--- src/rtl/async_req_arbiter.sv ---
// Four-requester round-robin arbiter fed by asynchronous request lines.
// Each request is synchronized through two flops, then a three-state FSM
// (IDLE -> GRANT -> RELEASE -> IDLE) hands out a registered one-hot grant.
// Define ARB_TIMEOUT_EN to compile in the grant watchdog: a grant held for
// MAX_HOLD cycles is revoked, timeout pulses, and the requester stays masked
// until its request drops.
module async_req_arbiter #(
  parameter int unsigned MAX_HOLD = 16
) (
  input  logic       clk,
  input  logic       n_rst,
  input  logic [3:0] async_req,
  output logic [3:0] grant,
  output logic [1:0] grant_id,
  output logic       busy,
  output logic       timeout
);

  typedef enum logic [1:0] {StIdle, StGrant, StRelease} state_e;

  state_e     state_q, state_d;
  logic [3:0] req_meta_q, req_s_q;
  logic [3:0] grant_q, grant_d;
  logic [1:0] grant_id_q, grant_id_d;
  logic [1:0] last_id_q, last_id_d;
  logic [3:0] eligible;
  logic [1:0] winner;
  logic [1:0] idx;
  logic       found;

  if (MAX_HOLD < 2) begin : g_hold_chk
    $error("MAX_HOLD must be at least 2");
  end

`ifdef ARB_TIMEOUT_EN
  localparam int unsigned CntW = $clog2(MAX_HOLD);

  logic [CntW-1:0] hold_cnt_q, hold_cnt_d;
  logic [3:0]      mask_q, mask_d;
  logic            timeout_q, timeout_d;

  assign eligible = req_s_q & ~mask_q;
  assign timeout  = timeout_q;
`else
  assign eligible = req_s_q;
  assign timeout  = 1'b0;
`endif

  assign grant    = grant_q;
  assign grant_id = grant_id_q;
  assign busy     = (state_q != StIdle);

  // Two-flop synchronizer per request line.
  always_ff @(posedge clk or negedge n_rst) begin
    if (!n_rst) begin
      req_meta_q <= '0;
      req_s_q    <= '0;
    end else begin
      req_meta_q <= async_req;
      req_s_q    <= req_meta_q;
    end
  end

  // Round-robin search: first eligible index upward from last_id+1, wrapping.
  always_comb begin
    winner = last_id_q + 2'd1;
    found  = 1'b0;
    idx    = '0;
    for (int i = 1; i <= 4; i++) begin
      idx = last_id_q + 2'(i);
      if (!found && eligible[idx]) begin
        winner = idx;
        found  = 1'b1;
      end
    end
  end

  // Next-state and registered-output logic.
  always_comb begin
    state_d    = state_q;
    grant_d    = grant_q;
    grant_id_d = grant_id_q;
    last_id_d  = last_id_q;
`ifdef ARB_TIMEOUT_EN
    hold_cnt_d = hold_cnt_q;
    timeout_d  = 1'b0;
    // A mask bit lives only as long as its request stays high.
    mask_d     = mask_q & req_s_q;
`endif
    case (state_q)
      StIdle: begin
        if (found) begin
          state_d    = StGrant;
          grant_d    = 4'b0001 << winner;
          grant_id_d = winner;
`ifdef ARB_TIMEOUT_EN
          hold_cnt_d = '0;
`endif
        end
      end
      StGrant: begin
        if (!req_s_q[grant_id_q]) begin
          state_d   = StRelease;
          grant_d   = '0;
          last_id_d = grant_id_q;
`ifdef ARB_TIMEOUT_EN
        end else if (hold_cnt_q == CntW'(MAX_HOLD - 1)) begin
          state_d             = StRelease;
          grant_d             = '0;
          last_id_d           = grant_id_q;
          timeout_d           = 1'b1;
          mask_d[grant_id_q]  = 1'b1;
        end else begin
          hold_cnt_d = hold_cnt_q + 1'b1;
`endif
        end
      end
      StRelease: state_d = StIdle;
      default:   state_d = StIdle;
    endcase
  end

  // FSM and grant state; reset drops grant immediately, skipping RELEASE.
  always_ff @(posedge clk or negedge n_rst) begin
    if (!n_rst) begin
      state_q    <= StIdle;
      grant_q    <= '0;
      grant_id_q <= '0;
      // last_id of 3 makes the first search start at requester 0.
      last_id_q  <= 2'd3;
    end else begin
      state_q    <= state_d;
      grant_q    <= grant_d;
      grant_id_q <= grant_id_d;
      last_id_q  <= last_id_d;
    end
  end

`ifdef ARB_TIMEOUT_EN
  // Watchdog state: hold counter, per-requester mask, timeout pulse.
  always_ff @(posedge clk or negedge n_rst) begin
    if (!n_rst) begin
      hold_cnt_q <= '0;
      mask_q     <= '0;
      timeout_q  <= 1'b0;
    end else begin
      hold_cnt_q <= hold_cnt_d;
      mask_q     <= mask_d;
      timeout_q  <= timeout_d;
    end
  end
`endif

endmodule

--- config.mk ---
export PLATFORM = sky130hd
export DESIGN_NAME = async_req_arbiter
export DESIGN_NICKNAME = d
export VERILOG_FILES = /design/src/rtl/async_req_arbiter.sv
export SDC_FILE = /design/constraint.sdc
export NUM_CORES = 1
export LEC_CHECK = 0
export ABC_AREA = 1
export ABC_CLOCK_PERIOD_IN_PS = 2300
export CAP_MARGIN = 10
export CORE_ASPECT_RATIO = 0.9
export CORE_MARGIN = 2
export CORE_UTILIZATION = 52
export DETAILED_ROUTE_END_ITERATION = 6
export GPL_ROUTABILITY_DRIVEN = 0
export HOLD_SLACK_MARGIN = 0.12
export PLACE_DENSITY = 0.83
export SETUP_SLACK_MARGIN = 0.4
export SLEW_MARGIN = 20
export SYNTH_ARGS = -nofsm -noshare
export SYNTH_HDL_FRONTEND = slang
export SYNTH_SLANG_ARGS = --single-unit
--- constraint.sdc ---
create_clock -name clk -period 2.3 [get_ports clk]
set_clock_uncertainty 0.05 [all_clocks]
set_input_delay 0.575 -clock clk [delete_from_list [all_inputs] [get_ports clk]]
set_output_delay 0.575 -clock clk [all_outputs]
set_load 0.03 [all_outputs]
==> results.py, run 1 <==
metrics = {
    "cells_and_area": {
        "drive_gt1_share_pct": 27.2,
        "nFillCells": 146,
        "seq_area_um2": 453,
        "nNetsFinal": 166,
        "multi_input_area_um2": 487,
        "final_area_um2": 1250,
        "stdcell_count": 183,
        "num_antenna_cells": 0,
        "syn_to_final_growth_pct": 25.8,
    },
    "pwr": {
        "p_seq_share_pct": 24.9,
        "p_int_uw": 958,
        "leakage_uw": 0.000685,
        "p_per_area_nw_per_um2": 1570,
        "power_frac_comb_pct": 67.9,
        "p_clk_share_pct": 7.2,
        "ir_drop_mv": 0.874,
        "p_sw_uw": 1010,
        "finalPower_uw": 1970,
        "p_sw_share_pct": 51.4,
    },
    "global_routing": {
        "grt_max_degree": 19,
        "first_global_vias": 809,
        "grt_pass1_wl_um": 3370,
        "grt_antenna_before_repair": 0,
        "grt-ovfl-total": 0,
        "grt_util_all_layers_pct": 19.5,
    },
    "placement": {
        "place_area_um2": 1120,
        "dp_hpwl_um": 1450,
        "port-buffer-count": 12,
        "dp_cells": 170,
        "pre_cts_ws_ns": 0.238,
    },
    "clocking": {
        "cts_tree": "yes",
        "cts.sinks": 18,
        "clk_pin_slew_ns": 0.09,
        "htree_levels": 1,
        "cts_max_path_buffers": 2,
        "postCtsHoldBufs": 0,
        "cts_buffers": 3,
        "clock_latency_ns": 0.27,
        "clockRootBuffer": "clkbuf_4",
    },
    "sta": {
        "min_period_ns": 1.85,
        "setup_viol": 0,
        "min_period_over_period_pct": 80.3,
        "slew_viol_final": 0,
        "finalHoldViolCount": 0,
        "setup_slack_ns": 0.454,
        "finalSetupTns_ns": 0,
        "rsz0062_at_grt": "true",
        "max_freq_mhz": 542,
    },
    "logic_synthesis": {
        "ys_ff_latch": 18,
        "synth_top_cell_area_share_pct": 40.2,
        "synth_top_cell_by_area": "dfrtp_1",
        "synth.area.top_cells": "dfrtp_1 (40%), nand2_1 (23%), nand3_1 (6.0%)",
        "yosysWarnings": 0,
        "syn_inst": 136,
        "synth_area_per_cell_um2": 7.32,
        "syn_area_um2": 996,
        "ys_types": 20,
        "synth_nets": 142,
        "synth_seq_area_share_pct": 45.5,
    },
    "die": {
        "core_area_um2": 1860,
        "ios": 14,
        "rows": 15,
        "initial_core_util_pct": 53.6,
        "die_h_um": 45.5,
        "die_width_um": 50.1,
        "dieArea_um2": 2280,
    },
    "drt": {
        "vias_per_cell": 5.10,
        "drc": 0,
        "vias": 934,
        "dr.pass1.iters": 4,
        "drt_iter0_markers": 28,
        "routed_wl_um": 2210,
        "wl_per_cell_um": 12.1,
        "antenna_left": 0,
    },
    "worst_setup_path": {
        "start_kind": "flip-flop",
        "cp_max_fo": 7,
        "setup.worst_path.end_class": "flip-flop",
        "setup.worst_path.class": "flip-flop to flip-flop",
        "timing.critical_path.required_ns": 2.42,
        "crit_arrival_ns": 1.97,
    },
    "run": {
        "drv_cap": 0,
    },
    "outcome": {
        "status": "completed",
    },
    "min_path": {
        "hold_path_class": "flip-flop to flip-flop",
    },
}
-- layout by cell type, fill, tap and decap left out --
master,Yosys,routed
clkinv_1,1,1
nor2_1,3,2
o21ai_0,4,4
inv_2,3,2
a21oi_1,2,2
inv_1,11,11
nand4_1,2,2
nand3_2,1,2
clkbuf_2,0,1
buf_4,2,9
dfstp_2,2,2
clkbuf_4,0,3
buf_6,2,2
nand2_1,60,51
o21ai_4,0,1
nand2_2,7,16
dlygate4sd2_1,0,6
nor2_2,1,2
clkdlybuf4s50_1,0,5
conb_1,1,1
nor2_4,2,2
dfrtp_1,16,16
nand3_1,12,11
o21ai_1,3,3
clkinv_4,0,1
-- metal layers --
layer  up-vias  routed length (µm)  global-route usage, %
li1        464                   -                      -
met1       436                 976                   27.2
met2        30                1090                   31.3
met3         4                  98                   2.63
met4         0                  40                   7.78
met5         -                   0                      0
-- per-stage QoR --
stage	hold WS, ns	util (%)
6_report	0.306	67.4
4_1_cts	0.309	62.9
2_1_floorplan	0.229	-
3_3_place_gp	0.282	60.1
3_5_place_dp	0.289	60.1
5_1_grt	0.316	67.4
-- logic make-up (layout without fill, tap and decap cells) --
logic type      Yosys count  in the layout  share of synthesized area (%)
flops                    18             18                           45.5
compound gates           10             10                           5.40
other cells               1              1                          0.377
buf+inv                  19             41                           9.42
simple gates             88             88                           39.3
-- power by group through the flow --
stage / Sequential [µW] / Clock, µW / Combinational, µW
3_5_place_dp: 509 / 0 / 1080
6_report: 490 / 141 / 1340
4_1_cts: 487 / 146 / 1150
3_3_place_gp: 507 / 0 / 1040
2_1_floorplan: 554 / 0 / 812
5_1_grt: 503 / 161 / 1480
-- final timing paths --
path                               startpoint           end  slack [ns]  depth (start not counted)
worst max-delay path             last_id_q[0]      grant[3]        0.45                         12
worst min-delay path            req_meta_q[0]   eligible[0]        0.31                          0
worst max register to register   last_id_q[0]      grant[3]        0.45                         12
worst min register to register  req_meta_q[0]   eligible[0]        0.31                          0
max in group asynchronous               n_rst  last_id_q[0]        1.38                          2
min in group asynchronous               n_rst      grant[2]        0.56                          2
-- cells in the mapped netlist (all sizes together) --
library cell,count
a21oi,2
buf,4
clkinv,1
conb,1
dfrtp,16
dfstp,2
inv,14
nand2,67
nand3,13
nand4,2
nor2,6
o21ai,8
-- flip-flops by register name, indices dropped and copies added, names as in the netlist --
register	flops
state_q	2
req_meta_q	4
grant_id	2
eligible	4
last_id_q	2
grant	4
-- worst max-delay path: stages (launching register included) --
cell and delay (ns):
dfstp_2 0.60, clkinv_4 0.10, nand2_2 0.07, nand2_2 0.08
nand2_2 0.08, nand2_2 0.08, nor2_4 0.17, buf_4 0.14
nand4_1 0.09, nand2_1 0.14, nor2_2 0.05, nand2_1 0.06
nand2_1 0.05
-- repair_timing --
action	CTS	global route
resized for setup	8	19
pin swaps	1	8
endpoints found under the setup margin	14	8
setup buffers	4	6
-- area by class of cell --
class,instances,area share (%)
sequential,18,36.2
inverter,15,4.90
clock buffer,3,1.80
tap,25,2.50
timing repair buffer,23,15.8
multi-input combinational,99,38.9
Power figures use the tool's default switching activity.
==> run 2: changes to the inputs <==
--- a/config.mk
+++ b/config.mk
@@ -6,15 +6,15 @@
 export NUM_CORES = 1
 export LEC_CHECK = 0
 export ABC_AREA = 1
-export ABC_CLOCK_PERIOD_IN_PS = 2300
+export ABC_CLOCK_PERIOD_IN_PS = 1600
 export CAP_MARGIN = 10
 export CORE_ASPECT_RATIO = 0.9
 export CORE_MARGIN = 2
-export CORE_UTILIZATION = 52
+export CORE_UTILIZATION = 47
 export DETAILED_ROUTE_END_ITERATION = 6
 export GPL_ROUTABILITY_DRIVEN = 0
 export HOLD_SLACK_MARGIN = 0.12
-export PLACE_DENSITY = 0.83
+export PLACE_DENSITY = 0.79
 export SETUP_SLACK_MARGIN = 0.4
 export SLEW_MARGIN = 20
 export SYNTH_ARGS = -nofsm -noshare
==> constraint.sdc (replaced) <==
create_clock -name clk -period 1.6 [get_ports clk]
set_clock_uncertainty 0.05 [all_clocks]
set_input_delay 0.4 -clock clk [delete_from_list [all_inputs] [get_ports clk]]
set_output_delay 0.4 -clock clk [all_outputs]
set_load 0.03 [all_outputs]
==> results.py, run 2 (synthesis gave the netlist of run 1 again) <==
metrics = {
    "drt": {
        "routed_wl_um": 2820,
        "wl_per_cell_um": 13.6,
        "drc": 0,
        "dr.pass1.iters": 4,
        "antenna_left": 0,
        "vias_per_cell": 5.08,
        "highest_layer": "met4",
        "vias": 1051,
        "wl_met2_um": 1430,
        "wirelength_met1_um": 1180,
        "dr_wl_met3_um": 119,
        "drt_iter0_markers": 26,
    },
    "global_routing": {
        "grt_util_all_layers_pct": 24.8,
        "grt_max_degree": 19,
        "grt-ovfl-total": 0,
        "grt_pass1_wl_um": 4340,
        "grt_antenna_before_repair": 0,
        "first_global_vias": 1006,
    },
    "worst_setup_path": {
        "cpMostUsedCell": "nand2_1",
        "setup.worst_path.end_class": "flip-flop",
        "path_buf_inv": 2,
        "crit_path_cell_trace": "inv_4 > nand2_1 > nand2_1 > nand2_1 > nand2_2 > nor2_4 > nand2_2 > o21ai_4 > buf_6 > nand3_1 > nand2_1",
        "setup.worst_path.class": "flip-flop to flip-flop",
        "slowest_stage": "dfstp_2",
        "crit_arrival_ns": 2.06,
        "slowest_delay_ns": 0.62,
        "cp_max_fo": 9,
        "timing.critical_path.required_ns": 1.78,
        "r2r_start": "last_id_q[0]",
        "crit_family": "simple AND/OR/NAND/NOR gates",
        "start_kind": "flip-flop",
        "crit_start": "last_id_q[0]",
    },
    "sta": {
        "setup_viol": 7,
        "finalSetupTns_ns": -1.80,
        "setup_slack_ns": -0.282,
        "min_period_ns": 1.88,
        "slew_viol_final": 0,
        "min_period_over_period_pct": 118,
        "max_freq_mhz": 531,
        "rsz0062_at_grt": "true",
        "finalHoldViolCount": 0,
    },
    "pwr": {
        "p_clk_share_pct": 6.5,
        "ir_drop_mv": 1.77,
        "p_sw_uw": 1710,
        "p_seq_share_pct": 20.6,
        "p_per_area_nw_per_um2": 2360,
        "p_int_uw": 1780,
        "p_sw_share_pct": 48.9,
        "power_frac_comb_pct": 72.9,
        "leakage_uw": 0.000798,
    },
    "cells_and_area": {
        "most-common-layout-cells": "nand2_1 (51), buf_4 (30), nand2_2 (15)",
        "final_common_cell": "nand2_1",
        "fin_util_pct": 75.7,
        "syn_to_final_growth_pct": 48.4,
        "num_antenna_cells": 0,
        "nNetsFinal": 189,
        "drive_gt1_share_pct": 43.4,
        "nFillCells": 132,
    },
    "die": {
        "initial_core_util_pct": 51.0,
        "die_h_um": 47.7,
        "dieArea_um2": 2500,
        "core_area_um2": 1950,
        "ios": 14,
        "die_width_um": 52.5,
        "rows": 15,
    },
    "outcome": {
        "violations": "setup timing",
        "status": "complete, but fails checks",
    },
    "clocking": {
        "cts_max_path_buffers": 2,
        "htree_levels": 1,
        "cts_buffers": 3,
        "cts_tree": "yes",
        "clk_pin_slew_ns": 0.10,
        "clock_latency_ns": 0.29,
        "clockRootBuffer": "clkbuf_4",
        "cts.sinks": 18,
    },
    "placement": {
        "dp_hpwl_um": 1710,
        "port-buffer-count": 12,
    },
    "run": {
        "drv_cap": 0,
    },
    "min_path": {
        "hold_path_class": "flip-flop to flip-flop",
        "min_from": "req_meta_q[1]",
    },
}
==> run 2: changes by cell type in the layout (fill, tap and decap cells not counted), moves of 2 or more <==
cell	previous run	this run
buf_4	9	30
buf_6	2	10
dlygate4sd2_1	6	0
o21ai_0	4	0
o21ai_1	3	6
dfrtp_1	16	14
dfrtp_2	0	2
inv_1	11	9
inv_2	2	4
nand3_1	11	9
==> run 2: worst paths after layout <==
path                                 to  slack (ns)  depth (start not counted)
max                            grant[3]       -0.28                         11
min                         eligible[1]        0.31                          0
max reg2reg                    grant[3]       -0.28                         11
min reg2reg                 eligible[1]        0.31                          0
max in group asynchronous  last_id_q[0]        0.86                          2
min in group asynchronous      grant[1]        0.38                          2
==> run 2: power by group through the flow <==
stage	clock (µW)	combinational (µW)	sequential, µW
global route	248	2770	731
global placement	0	1890	684
CTS	226	2300	702
floorplan	0	1180	802
finish	226	2550	720
detailed placement	0	1940	693
==> run 2: layer usage <==
metal  up-vias  GRT usage, %
met3        12          4.06
li1        510             -
met5         -             0
met4         0          13.8
met2        34          42.8
met1       495          30.4
==> run 2: area by class of cell <==
class	instances	area (µm²)	area share, %
well taps	25	31.3	2.12
multi-input cells	99	513	34.7
flip-flops and latches	18	455	30.8
inverters	15	58.8	3.98
repair buffers	46	393	26.6
clock buffers	4	26.3	1.78
==> run 2: metrics by stage <==
step | hold slack (ns) | power [µW] | instance area, µm² | setup WS (ns) | cells
6_report | 0.308 | 3490 | 1480 | -0.282 | 207
5_1_grt | 0.319 | 3750 | 1480 | -0.387 | 207
4_1_cts | 0.312 | 3230 | 1430 | -0.159 | 203
3_5_place_dp | 0.292 | 2640 | 1260 | -0.166 | 189
3_3_place_gp | 0.283 | 2570 | 1260 | -0.127 | 189
2_1_floorplan | 0.0544 | 1980 | 1000 | -0.0968 | 136
==> run 2: timing repair <==
item                                    CTS  global route
cloned                                    1             0
resized for setup                        68             7
hold buffers                              0             0
pin swaps                                 3             3
setup buffers                             9             4
endpoints found under the setup margin   17            17
==> run 3: changes to the inputs <==
--- a/config.mk
+++ b/config.mk
@@ -11,6 +11,7 @@
 export CORE_ASPECT_RATIO = 0.9
 export CORE_MARGIN = 2
 export CORE_UTILIZATION = 47
+export CTS_CLUSTER_DIAMETER = 40
 export DETAILED_ROUTE_END_ITERATION = 6
 export GPL_ROUTABILITY_DRIVEN = 0
 export HOLD_SLACK_MARGIN = 0.12
==> results of run 3 <==
Final layout, timing and power as in run 2 (identical DEF).
